[src/rtl/airi5c_ahb_pkg.sv]
// Shared AHB-Lite encodings and bridge types for the AIRISC memory fabric.
package airi5c_ahb_pkg;

    localparam logic [1:0] HTRANS_IDLE     = 2'b00;
    localparam logic [1:0] HTRANS_NONSEQ   = 2'b10;

    localparam logic [2:0] HSIZE_BYTE      = 3'b000;
    localparam logic [2:0] HSIZE_HALF      = 3'b001;
    localparam logic [2:0] HSIZE_WORD      = 3'b010;

    localparam logic [2:0] HBURST_SINGLE   = 3'b000;
    localparam logic [3:0] HPROT_DATA_PRIV = 4'b0011;

    typedef enum logic [1:0] {
        ST_IDLE = 2'd0,
        ST_ADDR = 2'd1,
        ST_DATA = 2'd2,
        ST_ACK  = 2'd3
    } bridge_state_t;

    // Result of decoding a Wishbone byte-lane select.
    typedef struct packed {
        logic       legal;
        logic [2:0] hsize;
        logic [1:0] offset;
    } lane_t;

endpackage

[src/rtl/wb_ahb_bridge_if.sv]
// Bus bundles for the bridge: Wishbone-classic and AHB-Lite single-transfer.
interface wb_if;
    logic        wbs_cyc_i;
    logic        wbs_stb_i;
    logic        wbs_we_i;
    logic [3:0]  wbs_sel_i;
    logic [31:0] wbs_adr_i;
    logic [31:0] wbs_dat_i;
    logic        wbs_ack_o;
    logic [31:0] wbs_dat_o;

    modport master (
        output wbs_cyc_i, wbs_stb_i, wbs_we_i, wbs_sel_i, wbs_adr_i, wbs_dat_i,
        input  wbs_ack_o, wbs_dat_o
    );

    modport slave (
        input  wbs_cyc_i, wbs_stb_i, wbs_we_i, wbs_sel_i, wbs_adr_i, wbs_dat_i,
        output wbs_ack_o, wbs_dat_o
    );
endinterface

interface ahb_if;
    logic [31:0] haddr;
    logic        hwrite;
    logic [2:0]  hsize;
    logic [2:0]  hburst;
    logic        hmastlock;
    logic [3:0]  hprot;
    logic [1:0]  htrans;
    logic [31:0] hwdata;
    logic [31:0] hrdata;
    logic        hready;
    logic        hresp;

    modport master (
        output haddr, hwrite, hsize, hburst, hmastlock, hprot, htrans, hwdata,
        input  hrdata, hready, hresp
    );

    modport slave (
        input  haddr, hwrite, hsize, hburst, hmastlock, hprot, htrans, hwdata,
        output hrdata, hready, hresp
    );
endinterface

[src/rtl/wb_ahb_bridge_sel_decode.sv]
// Maps a Wishbone byte-lane select onto AHB size and low address bits.
module wb_ahb_sel_decode
    import airi5c_ahb_pkg::*;
(
    input  logic [3:0] sel,
    output lane_t      lane
);

    // Only naturally aligned byte/half/word patterns are legal.
    always_comb begin
        lane = '{legal: 1'b0, hsize: HSIZE_WORD, offset: 2'd0};
        case (sel)
            4'b1111: lane = '{legal: 1'b1, hsize: HSIZE_WORD, offset: 2'd0};
            4'b0011: lane = '{legal: 1'b1, hsize: HSIZE_HALF, offset: 2'd0};
            4'b1100: lane = '{legal: 1'b1, hsize: HSIZE_HALF, offset: 2'd2};
            4'b0001: lane = '{legal: 1'b1, hsize: HSIZE_BYTE, offset: 2'd0};
            4'b0010: lane = '{legal: 1'b1, hsize: HSIZE_BYTE, offset: 2'd1};
            4'b0100: lane = '{legal: 1'b1, hsize: HSIZE_BYTE, offset: 2'd2};
            4'b1000: lane = '{legal: 1'b1, hsize: HSIZE_BYTE, offset: 2'd3};
            default: lane = '{legal: 1'b0, hsize: HSIZE_WORD, offset: 2'd0};
        endcase
    end

endmodule

[src/rtl/wb_ahb_bridge.sv]
// Wishbone-classic slave to AHB-Lite single-transfer master, one transfer in flight.
module wb_ahb_bridge
    import airi5c_ahb_pkg::*;
#(
    parameter logic [31:0] ADDR_MASK = 32'h00FF_FFFF,
    parameter int unsigned TIMEOUT   = 256
) (
    input  logic  clk,
    input  logic  nreset,
    wb_if.slave   wb,
    ahb_if.master ahb,
    output logic  err_o,
    input  logic  err_clr_i
);

    localparam int unsigned CW = $clog2(TIMEOUT + 1);

    bridge_state_t state_q, state_d;
    logic          ack_q, ack_d;
    logic [31:0]   rdat_q, rdat_d;
    logic [31:0]   haddr_q, haddr_d;
    logic          hwrite_q, hwrite_d;
    logic [2:0]    hsize_q, hsize_d;
    logic [1:0]    htrans_q, htrans_d;
    logic [31:0]   hwdata_q, hwdata_d;
    logic [31:0]   wdat_q, wdat_d;
    logic          err_q, err_d;
    logic          abort_q, abort_d;
    logic [CW-1:0] tcnt_q, tcnt_d;

    lane_t lane;
    logic  req;
    logic  aborted;
    logic  expired;
    logic  err_set;

    wb_ahb_sel_decode u_sel_decode (
        .sel  (wb.wbs_sel_i),
        .lane (lane)
    );

    assign req     = wb.wbs_cyc_i & wb.wbs_stb_i;
    assign aborted = abort_q | ~req;
    assign expired = (tcnt_q == CW'(TIMEOUT - 1));

    assign wb.wbs_ack_o  = ack_q;
    assign wb.wbs_dat_o  = rdat_q;
    assign ahb.haddr     = haddr_q;
    assign ahb.hwrite    = hwrite_q;
    assign ahb.hsize     = hsize_q;
    assign ahb.hburst    = HBURST_SINGLE;
    assign ahb.hmastlock = 1'b0;
    assign ahb.hprot     = HPROT_DATA_PRIV;
    assign ahb.htrans    = htrans_q;
    assign ahb.hwdata    = hwdata_q;
    assign err_o         = err_q;

    // State and output registers.
    always_ff @(posedge clk or negedge nreset) begin
        if (!nreset) begin
            state_q  <= ST_IDLE;
            ack_q    <= 1'b0;
            rdat_q   <= '0;
            haddr_q  <= '0;
            hwrite_q <= 1'b0;
            hsize_q  <= HSIZE_WORD;
            htrans_q <= HTRANS_IDLE;
            hwdata_q <= '0;
            wdat_q   <= '0;
            err_q    <= 1'b0;
            abort_q  <= 1'b0;
            tcnt_q   <= '0;
        end else begin
            state_q  <= state_d;
            ack_q    <= ack_d;
            rdat_q   <= rdat_d;
            haddr_q  <= haddr_d;
            hwrite_q <= hwrite_d;
            hsize_q  <= hsize_d;
            htrans_q <= htrans_d;
            hwdata_q <= hwdata_d;
            wdat_q   <= wdat_d;
            err_q    <= err_d;
            abort_q  <= abort_d;
            tcnt_q   <= tcnt_d;
        end
    end

    // Next-state and registered-output logic for the transfer sequencer.
    always_comb begin
        state_d  = state_q;
        ack_d    = ack_q;
        rdat_d   = rdat_q;
        haddr_d  = haddr_q;
        hwrite_d = hwrite_q;
        hsize_d  = hsize_q;
        htrans_d = htrans_q;
        hwdata_d = hwdata_q;
        wdat_d   = wdat_q;
        abort_d  = abort_q;
        tcnt_d   = tcnt_q;
        err_set  = 1'b0;

        case (state_q)
            ST_IDLE: begin
                abort_d = 1'b0;
                tcnt_d  = '0;
                if (req && !ack_q) begin
                    if (lane.legal) begin
                        haddr_d  = (wb.wbs_adr_i & ADDR_MASK & ~32'h3) | {30'd0, lane.offset};
                        hwrite_d = wb.wbs_we_i;
                        hsize_d  = lane.hsize;
                        wdat_d   = wb.wbs_dat_i;
                        htrans_d = HTRANS_NONSEQ;
                        state_d  = ST_ADDR;
                    end else begin
                        ack_d   = 1'b1;
                        rdat_d  = '0;
                        err_set = 1'b1;
                        state_d = ST_ACK;
                    end
                end
            end

            // A dropped cyc/stb is remembered; the AHB side still runs to completion
            // and only the Wishbone ack is withheld.
            ST_ADDR, ST_DATA: begin
                if (!req) abort_d = 1'b1;
                if (ahb.hready) begin
                    if (state_q == ST_ADDR) begin
                        htrans_d = HTRANS_IDLE;
                        hwdata_d = wdat_q;
                        state_d  = ST_DATA;
                    end else begin
                        tcnt_d = '0;
                        if (ahb.hresp) err_set = 1'b1;
                        if (aborted) begin
                            state_d = ST_IDLE;
                        end else begin
                            rdat_d  = ahb.hresp ? 32'h0 : ahb.hrdata;
                            ack_d   = 1'b1;
                            state_d = ST_ACK;
                        end
                    end
                end else if (expired) begin
                    htrans_d = HTRANS_IDLE;
                    tcnt_d   = '0;
                    err_set  = 1'b1;
                    if (aborted) begin
                        state_d = ST_IDLE;
                    end else begin
                        rdat_d  = '0;
                        ack_d   = 1'b1;
                        state_d = ST_ACK;
                    end
                end else begin
                    tcnt_d = tcnt_q + 1'b1;
                end
            end

            ST_ACK: begin
                ack_d   = 1'b0;
                state_d = ST_IDLE;
            end

            default: begin
                ack_d    = 1'b0;
                htrans_d = HTRANS_IDLE;
                state_d  = ST_IDLE;
            end
        endcase

        err_d = err_set ? 1'b1 : (err_clr_i ? 1'b0 : err_q);
    end

endmodule
[src/flat_wrapper.sv]
// flat-port wrapper written by rule: the top's interface ports become plain ports
module wb_ahb_bridge_flat import airi5c_ahb_pkg::*;
#(
    parameter logic [31:0] ADDR_MASK = 32'h00FF_FFFF,
    parameter int unsigned TIMEOUT   = 256
)
  (clk, nreset, err_o, err_clr_i, wb_wbs_cyc_i, wb_wbs_stb_i, wb_wbs_we_i, wb_wbs_sel_i, wb_wbs_adr_i, wb_wbs_dat_i, wb_wbs_ack_o, wb_wbs_dat_o, ahb_haddr, ahb_hwrite, ahb_hsize, ahb_hburst, ahb_hmastlock, ahb_hprot, ahb_htrans, ahb_hwdata, ahb_hrdata, ahb_hready, ahb_hresp);
  wb_if wb_i ();
  ahb_if ahb_i ();
  input  logic clk;
  input  logic nreset;
  output logic err_o;
  input  logic err_clr_i;
  input wire logic [$bits(wb_i.wbs_cyc_i)-1:0] wb_wbs_cyc_i;
  input wire logic [$bits(wb_i.wbs_stb_i)-1:0] wb_wbs_stb_i;
  input wire logic [$bits(wb_i.wbs_we_i)-1:0] wb_wbs_we_i;
  input wire logic [$bits(wb_i.wbs_sel_i)-1:0] wb_wbs_sel_i;
  input wire logic [$bits(wb_i.wbs_adr_i)-1:0] wb_wbs_adr_i;
  input wire logic [$bits(wb_i.wbs_dat_i)-1:0] wb_wbs_dat_i;
  output wire logic [$bits(wb_i.wbs_ack_o)-1:0] wb_wbs_ack_o;
  output wire logic [$bits(wb_i.wbs_dat_o)-1:0] wb_wbs_dat_o;
  output wire logic [$bits(ahb_i.haddr)-1:0] ahb_haddr;
  output wire logic [$bits(ahb_i.hwrite)-1:0] ahb_hwrite;
  output wire logic [$bits(ahb_i.hsize)-1:0] ahb_hsize;
  output wire logic [$bits(ahb_i.hburst)-1:0] ahb_hburst;
  output wire logic [$bits(ahb_i.hmastlock)-1:0] ahb_hmastlock;
  output wire logic [$bits(ahb_i.hprot)-1:0] ahb_hprot;
  output wire logic [$bits(ahb_i.htrans)-1:0] ahb_htrans;
  output wire logic [$bits(ahb_i.hwdata)-1:0] ahb_hwdata;
  input wire logic [$bits(ahb_i.hrdata)-1:0] ahb_hrdata;
  input wire logic [$bits(ahb_i.hready)-1:0] ahb_hready;
  input wire logic [$bits(ahb_i.hresp)-1:0] ahb_hresp;
  assign wb_i.wbs_cyc_i = wb_wbs_cyc_i;
  assign wb_i.wbs_stb_i = wb_wbs_stb_i;
  assign wb_i.wbs_we_i = wb_wbs_we_i;
  assign wb_i.wbs_sel_i = wb_wbs_sel_i;
  assign wb_i.wbs_adr_i = wb_wbs_adr_i;
  assign wb_i.wbs_dat_i = wb_wbs_dat_i;
  assign wb_wbs_ack_o = wb_i.wbs_ack_o;
  assign wb_wbs_dat_o = wb_i.wbs_dat_o;
  assign ahb_haddr = ahb_i.haddr;
  assign ahb_hwrite = ahb_i.hwrite;
  assign ahb_hsize = ahb_i.hsize;
  assign ahb_hburst = ahb_i.hburst;
  assign ahb_hmastlock = ahb_i.hmastlock;
  assign ahb_hprot = ahb_i.hprot;
  assign ahb_htrans = ahb_i.htrans;
  assign ahb_hwdata = ahb_i.hwdata;
  assign ahb_i.hrdata = ahb_hrdata;
  assign ahb_i.hready = ahb_hready;
  assign ahb_i.hresp = ahb_hresp;
  wb_ahb_bridge #(.ADDR_MASK(ADDR_MASK), .TIMEOUT(TIMEOUT)) u_core (.clk(clk), .nreset(nreset), .wb(wb_i), .ahb(ahb_i), .err_o(err_o), .err_clr_i(err_clr_i));
endmodule
[config.mk]
export PLATFORM = sky130hd
export DESIGN_NAME = wb_ahb_bridge_flat
export DESIGN_NICKNAME = d
export VERILOG_FILES = /design/src/rtl/airi5c_ahb_pkg.sv /design/src/rtl/wb_ahb_bridge_if.sv /design/src/rtl/wb_ahb_bridge_sel_decode.sv /design/src/rtl/wb_ahb_bridge.sv /design/src/flat_wrapper.sv
export SDC_FILE = /design/constraint.sdc
export NUM_CORES = 1
export LEC_CHECK = 0
export ABC_AREA = 1
export CELL_PAD_IN_SITES_DETAIL_PLACEMENT = 1
export CELL_PAD_IN_SITES_GLOBAL_PLACEMENT = 1
export CORE_UTILIZATION = 30
export DETAILED_ROUTE_END_ITERATION = 8
export GPL_ROUTABILITY_DRIVEN = 0
export PLACE_DENSITY = 0.76
export SYNTH_ARGS = -nofsm -noshare
export SYNTH_HDL_FRONTEND = slang
export SYNTH_SLANG_ARGS = --single-unit
[constraint.sdc]
create_clock -name clk -period 2.1 [get_ports clk]
set_clock_uncertainty 0.05 [all_clocks]
set_input_delay 0.42 -clock clk [delete_from_list [all_inputs] [get_ports clk]]
set_output_delay 0.42 -clock clk [all_outputs]
set_load 0.01 [all_outputs]
==> run metrics <==
status=complete, no violations; nature of the critical path endpoint=output pin; P&R area growth vs syn=47.51%; FMAX=0.5133 GHz; class of the worst hold path=flop to flop; Util after Layout=45.49%; GRT Total Usage=17.80%; DR vias=5565; CP peak stage delay=0.54 ns; count of final hold-check violations=0; FP Rows=52; Non-Filler Instances=1273; CTS Sinks=138; Tmin final=1.948 ns; Residual DRC=0; total wire length=18050 um; I/O Pins=220; worst-skew pair later-pin latency=0.41 ns; post-CTS resize count=0; Worst Path Arrival=1.48 ns; share of the synthesized area in the top cell type=54.42%; ranking of synthesized cells by area=dfrtp_1, nand2_1, inv_1; vias per cell=4.372; final hold slack=0.4215 ns; slowest stage cell, crit path=dfstp_2; Routed Antenna Nets=0; starting density of the core=30.84%; area of the die=0.02158 mm^2; Final nets=1103; # H-tree levels=4; Yosys top cell by area=dfrtp_1; Detailed Place HPWL=12590 um; post-DR wirelength/cell=14.18 um; Avg Cell Area, Syn=8.108 um^2; PortBufs=191; RSZ-0062 raised after global routing=no; Clk pin slew, worst setup/hold paths=0.06 ns; core area=0.02043 mm^2; gr ovfl total=0; most frequent cells in the layout=nand2_1, clkdlybuf4s50_1, dfrtp_1, inv_1, nor2_1; Ys Warns=0; Final Cycle Share=92.78%; leak pwr=0.004746 uW; crit path max fanout=2; crit path cell chain=clkdlybuf4s50_1; Max Cap Violations=0; kind of critical path=flop to output pin; most common cell after layout, fill and taps aside=nand2_1; Die Y=146.9 um; synth unique cells=32; largest net degree at the start of global routing=52; cts hold-fix bufs=1; Setup-failing EPs final=0; required time of the critical path=1.63 ns; vias in the first global route=6043; Ant. Diodes=0; register bit count reported by yosys=138; die width=146.9 um; setup bufs post-CTS=0; initial antenna violation count=0; cts bufs inserted=17; post-synthesis instance area=0.006300 mm^2; sequential area share after synthesis=54.84%; Root Buffer=clkbuf_16; Max IR drop VDD=0.4854 mV; CP delay by family, top=flip-flops; share of cells above drive strength 1=8.175%; DRT iter0 DRCs=121; Post-Syn Instances=777; DP Cell Count=1240; clk buf depth=2; Bufs and invs on worst path=1; cell area power density=1427 mW/mm^2; CTS tree=done; DR pass1 iterations=4; CP Launch Type=flop; first-pass GRT wire length=30290 um; Final Max Slew Viols=0
==> cell usage after synthesis <==
| cell | count |
|---|---|
| o211a_1 | 1 |
| nor2_8 | 1 |
| or2_2 | 1 |
| o21ai_0 | 23 |
| nand4_1 | 4 |
| nand2_4 | 1 |
| clkbuf_4 | 1 |
| nand2_1 | 347 |
| nor2_2 | 2 |
| o21bai_1 | 33 |
| buf_4 | 23 |
| nand3_2 | 2 |
| nor2_1 | 48 |
| a31oi_1 | 3 |
| or2_1 | 1 |
| xor2_1 | 1 |
| clkinv_1 | 3 |
| conb_1 | 2 |
| buf_2 | 13 |
| dfstp_2 | 1 |
| dfrtp_1 | 137 |
| nand3_1 | 7 |
| ha_1 | 5 |
| nor4_1 | 1 |
| inv_1 | 91 |
| a21oi_1 | 4 |
| clkbuf_1 | 9 |
| inv_2 | 2 |
| buf_6 | 4 |
| nor3_1 | 3 |
| nand2_2 | 2 |
| nand3_4 | 1 |
==> routing by layer <==
layer	up-vias	part of all wire (%)	track usage [%]
li1	2719	-	-
met1	2676	46	22.98
met2	151	46	28.86
met3	19	6.5	5.280
met4	0	1.3	5.155
met5	-	0	0
==> power by group <==
group	internal, uW	leakage [uW]	total (uW)	switching, uW
combinational	2830	0.00266	5740	2910
sequential	3810	0.00180	4440	632
clock	1810	0.000290	3080	1270
==> final timing paths <==
path	start	endpoint	slack, ns	depth (start not counted)
worst max register to register	u_core.state_q[0]$_DFFE_PN0P_	u_core.wb.wbs_dat_o[6]$_DFFE_PN0P_	0.16	9
worst min-delay path	u_core.wdat_q[20]$_DFFE_PN0P_	u_core.ahb.hwdata[20]$_DFFE_PN0P_	0.42	2
worst max-delay path	u_core.ahb.hsize[1]$_DFFE_PN1P_	ahb_hsize[1]	0.15	1
max in group asynchronous	nreset	u_core.ahb.hsize[1]$_DFFE_PN1P_	0.91	3
min in group asynchronous	nreset	u_core.ahb.hwdata[20]$_DFFE_PN0P_	0.45	2
worst min register to register	u_core.wdat_q[20]$_DFFE_PN0P_	u_core.ahb.hwdata[20]$_DFFE_PN0P_	0.42	2
==> layout make-up <==
cell class	instances	area, um^2
Clock buffer	18	439.2
Clock inverter	14	161.4
Fill cell	2437	11140
Inverter	96	360.3
Multi-Input combinational cell	509	2221
Sequential cell	138	3455
Tap cell	270	337.8
Timing Repair Buffer	228	2318
==> sequential cells by signal (all words and copies together), names as in the netlist <==
signal               cells
u_core.wb.wbs_ack_o      1
u_core.ahb.htrans        1
u_core.wb.wbs_dat_o     32
u_core.err_o             1
u_core.abort_q           1
u_core.ahb.hsize         2
u_core.ahb.hwdata       32
u_core.ahb.hwrite        1
u_core.tcnt_q            9
u_core.state_q           2
u_core.wdat_q           32
u_core.ahb.haddr        24
==> cell families (layout without fill, tap and decap cells) <==
family / Yosys count / after routing / share of synthesized area, %
simple gates: 421 / 421 / 26.51
buf+inv: 146 / 356 / 10.86
flops: 138 / 138 / 54.84
compound gates: 64 / 64 / 6.534
fa+ha+maj: 5 / 5 / 0.9930
other cells: 2 / 18 / 0.1192
xor+xnor: 1 / 1 / 0.1391
==> stage by stage <==
stage / power [uW] / cell area [um^2] / setup slack [ns] / setup TNS [ns]
floorplan: 7211 / 6360 / 0.2906 / 0
global placement: 10080 / 8682 / -0.08654 / -3.596
detailed placement: 10260 / 8682 / -0.1323 / -6.100
CTS: 13490 / 9293 / 0.1274 / 0
global route: 14220 / 9293 / 0.01252 / 0
finish: 13260 / 9293 / 0.1516 / 0
(Power assumes the default switching activity.)
==> edit, RTL diff (same flow settings) <==
Encoding of `bridge_state_t`: now Gray code (2 bits for 4 states).
--- a/src/rtl/airi5c_ahb_pkg.sv
+++ b/src/rtl/airi5c_ahb_pkg.sv
@@ -12,10 +12,10 @@
     localparam logic [3:0] HPROT_DATA_PRIV = 4'b0011;
 
     typedef enum logic [1:0] {
-        ST_IDLE = 2'd0,
-        ST_ADDR = 2'd1,
-        ST_DATA = 2'd2,
-        ST_ACK  = 2'd3
+        ST_IDLE = 2'b00,
+        ST_ADDR = 2'b01,
+        ST_DATA = 2'b11,
+        ST_ACK  = 2'b10
     } bridge_state_t;
 
     // Result of decoding a Wishbone byte-lane select.
Formal check against the unedited RTL: same outputs for any inputs over 4 cycles, from zero or initial values and one cycle with nreset low; so few cycles prove little.
==> edit against the original RTL <==
  * Non-clock buffer count down 11
  * Wire length down 3.7%
  * First-iteration DRC count up 74%
  * Largest cell class unchanged
  * Sequential cell count unchanged
  * Setup slack worse by 15 ps
  * Final cell count down 2.8%
  * Highest routed layer unchanged
  * Critical endpoint unchanged
  * Synthesized area down 1.5%
  * Design area down 2.0%
  * Sequential share of layout area up 0.77 points
Power is not compared: it rests on default switching activity, and its combinational part moved more than twofold at a synthesized area within 25%.
==> edit: results (changes against the original RTL) <==
{| class="wikitable"
! Metric !! Value
|-
| H-tree level count || 4 (unchanged)
|-
| IR Drop Worst-Case VDD || 0.624 mV
|-
| Number of DRC markers after the initial detailed-route iteration || 210 (was 121)
|-
| Clock Tree Root || sky130_fd_sc_hd__clkbuf_16 (unchanged)
|-
| Final nets || 1063 (was 1103)
|-
| Per-cell routed wire length || 14.1 µm (was 14.2 µm)
|-
| Largest stage delay, worst path || 560 ps (was 540 ps)
|-
| Unique masters post-synth || 33 (was 32)
|-
| Arrival time worst endpoint || 1490 ps
|-
| Aggregate global-route resource usage || 0.175 (was 0.178)
|-
| Synth warnings || 0 (unchanged)
|-
| Antenna fix cells || 0 (unchanged)
|-
| PortBufs || 191 (unchanged)
|-
| Result of the run || finished, final reports clean (unchanged)
|-
| Count of instances resized after the clock tree is built || 0 (unchanged)
|-
| Kind of cell adding the most delay to the critical path || buffers and inverters (was flip-flops)
|-
| Most instantiated cells after synthesis || 334 x sky130_fd_sc_hd__nand2_1, 137 x sky130_fd_sc_hd__dfrtp_1, 85 x sky130_fd_sc_hd__inv_1, 47 x sky130_fd_sc_hd__nor2_1, 32 x sky130_fd_sc_hd__o21bai_1 (was 347 x sky130_fd_sc_hd__nand2_1, 137 x sky130_fd_sc_hd__dfrtp_1, 91 x sky130_fd_sc_hd__inv_1, 48 x sky130_fd_sc_hd__nor2_1, 33 x sky130_fd_sc_hd__o21bai_1)
|-
| Dpl hpwl || 12200 µm (was 12600 µm)
|-
| Via count of the first global-routing pass || 5639 (was 6043)
|-
| Post-Place Worst Slack || -193 ps (was -132 ps)
|-
| Sequential share of the synthesized area || 0.557 (was 0.548)
|-
| Placed Instance Area || 0.00850 mm² (was 0.00868 mm²)
|-
| Clock Pin Slew Worst Setup and Hold Paths || 70 ps
|-
| Leading register cell type out of synthesis || sky130_fd_sc_hd__dfrtp_1 (unchanged)
|-
| Cell types with the largest area share after synthesis || sky130_fd_sc_hd__dfrtp_1 55%, sky130_fd_sc_hd__nand2_1 20%, sky130_fd_sc_hd__inv_1 5.1% (was sky130_fd_sc_hd__dfrtp_1 54%, sky130_fd_sc_hd__nand2_1 21%, sky130_fd_sc_hd__inv_1 5.4%)
|-
| Number of cells in the finished layout apart from fillers || 1237 (was 1273)
|-
| Fraction of layout instances using a drive strength above 1 || 0.0745 (was 0.0818)
|-
| First-pass GRT wire length || 29400 µm (was 30300 µm)
|-
| Pleak || 4.57 nW
|-
| Cts bufs inserted || 17 (unchanged)
|-
| Routed vias || 5289 (was 5565)
|-
| Antenna violations before repair || 0 (unchanged)
|-
| Largest net degree at the start of global routing || 48 (was 52)
|-
| Class of the most critical hold timing path || reg2reg (unchanged)
|-
| Count of mapped cells out of synthesis || 751 (was 777)
|-
| Slowest-stage cell, CP || sky130_fd_sc_hd__clkdlybuf4s50_1 (was sky130_fd_sc_hd__dfstp_2)
|}
edit: cell types whose count changed in the layout (fill, tap and decap cells not counted), sizes merged, moves of 3 or more:
cell	unedited run	this run
clkinv	7	2
nand4	4	0
ha	5	1
buf	37	26
inv	99	96
nand2	350	336
edit: stage by stage:
stage / util / power [mW]
finish: 0.450 / 6.00
global route: 0.450 / 6.21
CTS: 0.450 / 6.09
detailed placement: 0.420 / 3.05
global placement: 0.420 / 3.05
floorplan: - / 2.80
edit: tightest hold or removal path: stages (launching register included):
cell	delay, ps
sky130_fd_sc_hd__dfrtp_1	340
sky130_fd_sc_hd__nand2_1	50
sky130_fd_sc_hd__nand2_1	50
edit: what timing repair did:
| item | CTS | global route |
|---|---|---|
| hold buffers | 1 | 0 |
| setup buffers | 0 | 0 |
| endpoints found under the hold margin | 43 | 0 |
edit: area by class of cell:
type	count	area [µm²]
clock buffers	18	439
clock inverters	14	153
well taps	270	338
flip-flops and latches	138	3450
multi-input cells	492	2140
fillers	2372	11100
inverters	88	330
repair buffers	217	2250
edit: cell families after synthesis:
kind of cell,count (synthesis),share of synthesized area
xor gates and xnor gates,4,0.00565
other,2,0.00121
adders and majority gates,1,0.00202
and+or+nand+nor,403,0.258
AOI/OAI and AO/OA,66,0.0686
DFF,138,0.557
buffers and inverters,137,0.108
edit: report_power, final:
| part | total, mW | switching [mW] | internal [mW] | leakage (nW) |
|---|---|---|---|---|
| combinational | 0.343 | 0.150 | 0.194 | 2.41 |
| clock | 3.00 | 1.28 | 1.72 | 0.283 |
| sequential | 2.66 | 0 | 2.66 | 1.88 |
edit: final timing paths:
kind	cells past startpoint	slack, ps	startpoint	endpoint
min in group asynchronous	2	470	nreset	u_core.ahb.hwdata[23]
worst min-delay path	2	420	u_core.ahb.hwdata[1]	u_core.ahb.hwdata[1]
worst max register to register	9	320	u_core.tcnt_q[0]	u_core.wb.wbs_dat_o[30]
max in group asynchronous	3	890	nreset	u_core.wb.wbs_dat_o[14]
worst min register to register	2	420	u_core.ahb.hwdata[1]	u_core.ahb.hwdata[1]
worst max-delay path	1	140	u_core.ahb.hsize[1]	ahb_hsize[1]
edit: layer usage:
metal  share of wire  track usage  wire length, µm
met5               0            0                0
met4           0.018       0.0616              308
met3           0.041       0.0386              708
met2            0.52        0.307             9110
met1            0.42        0.210             7260
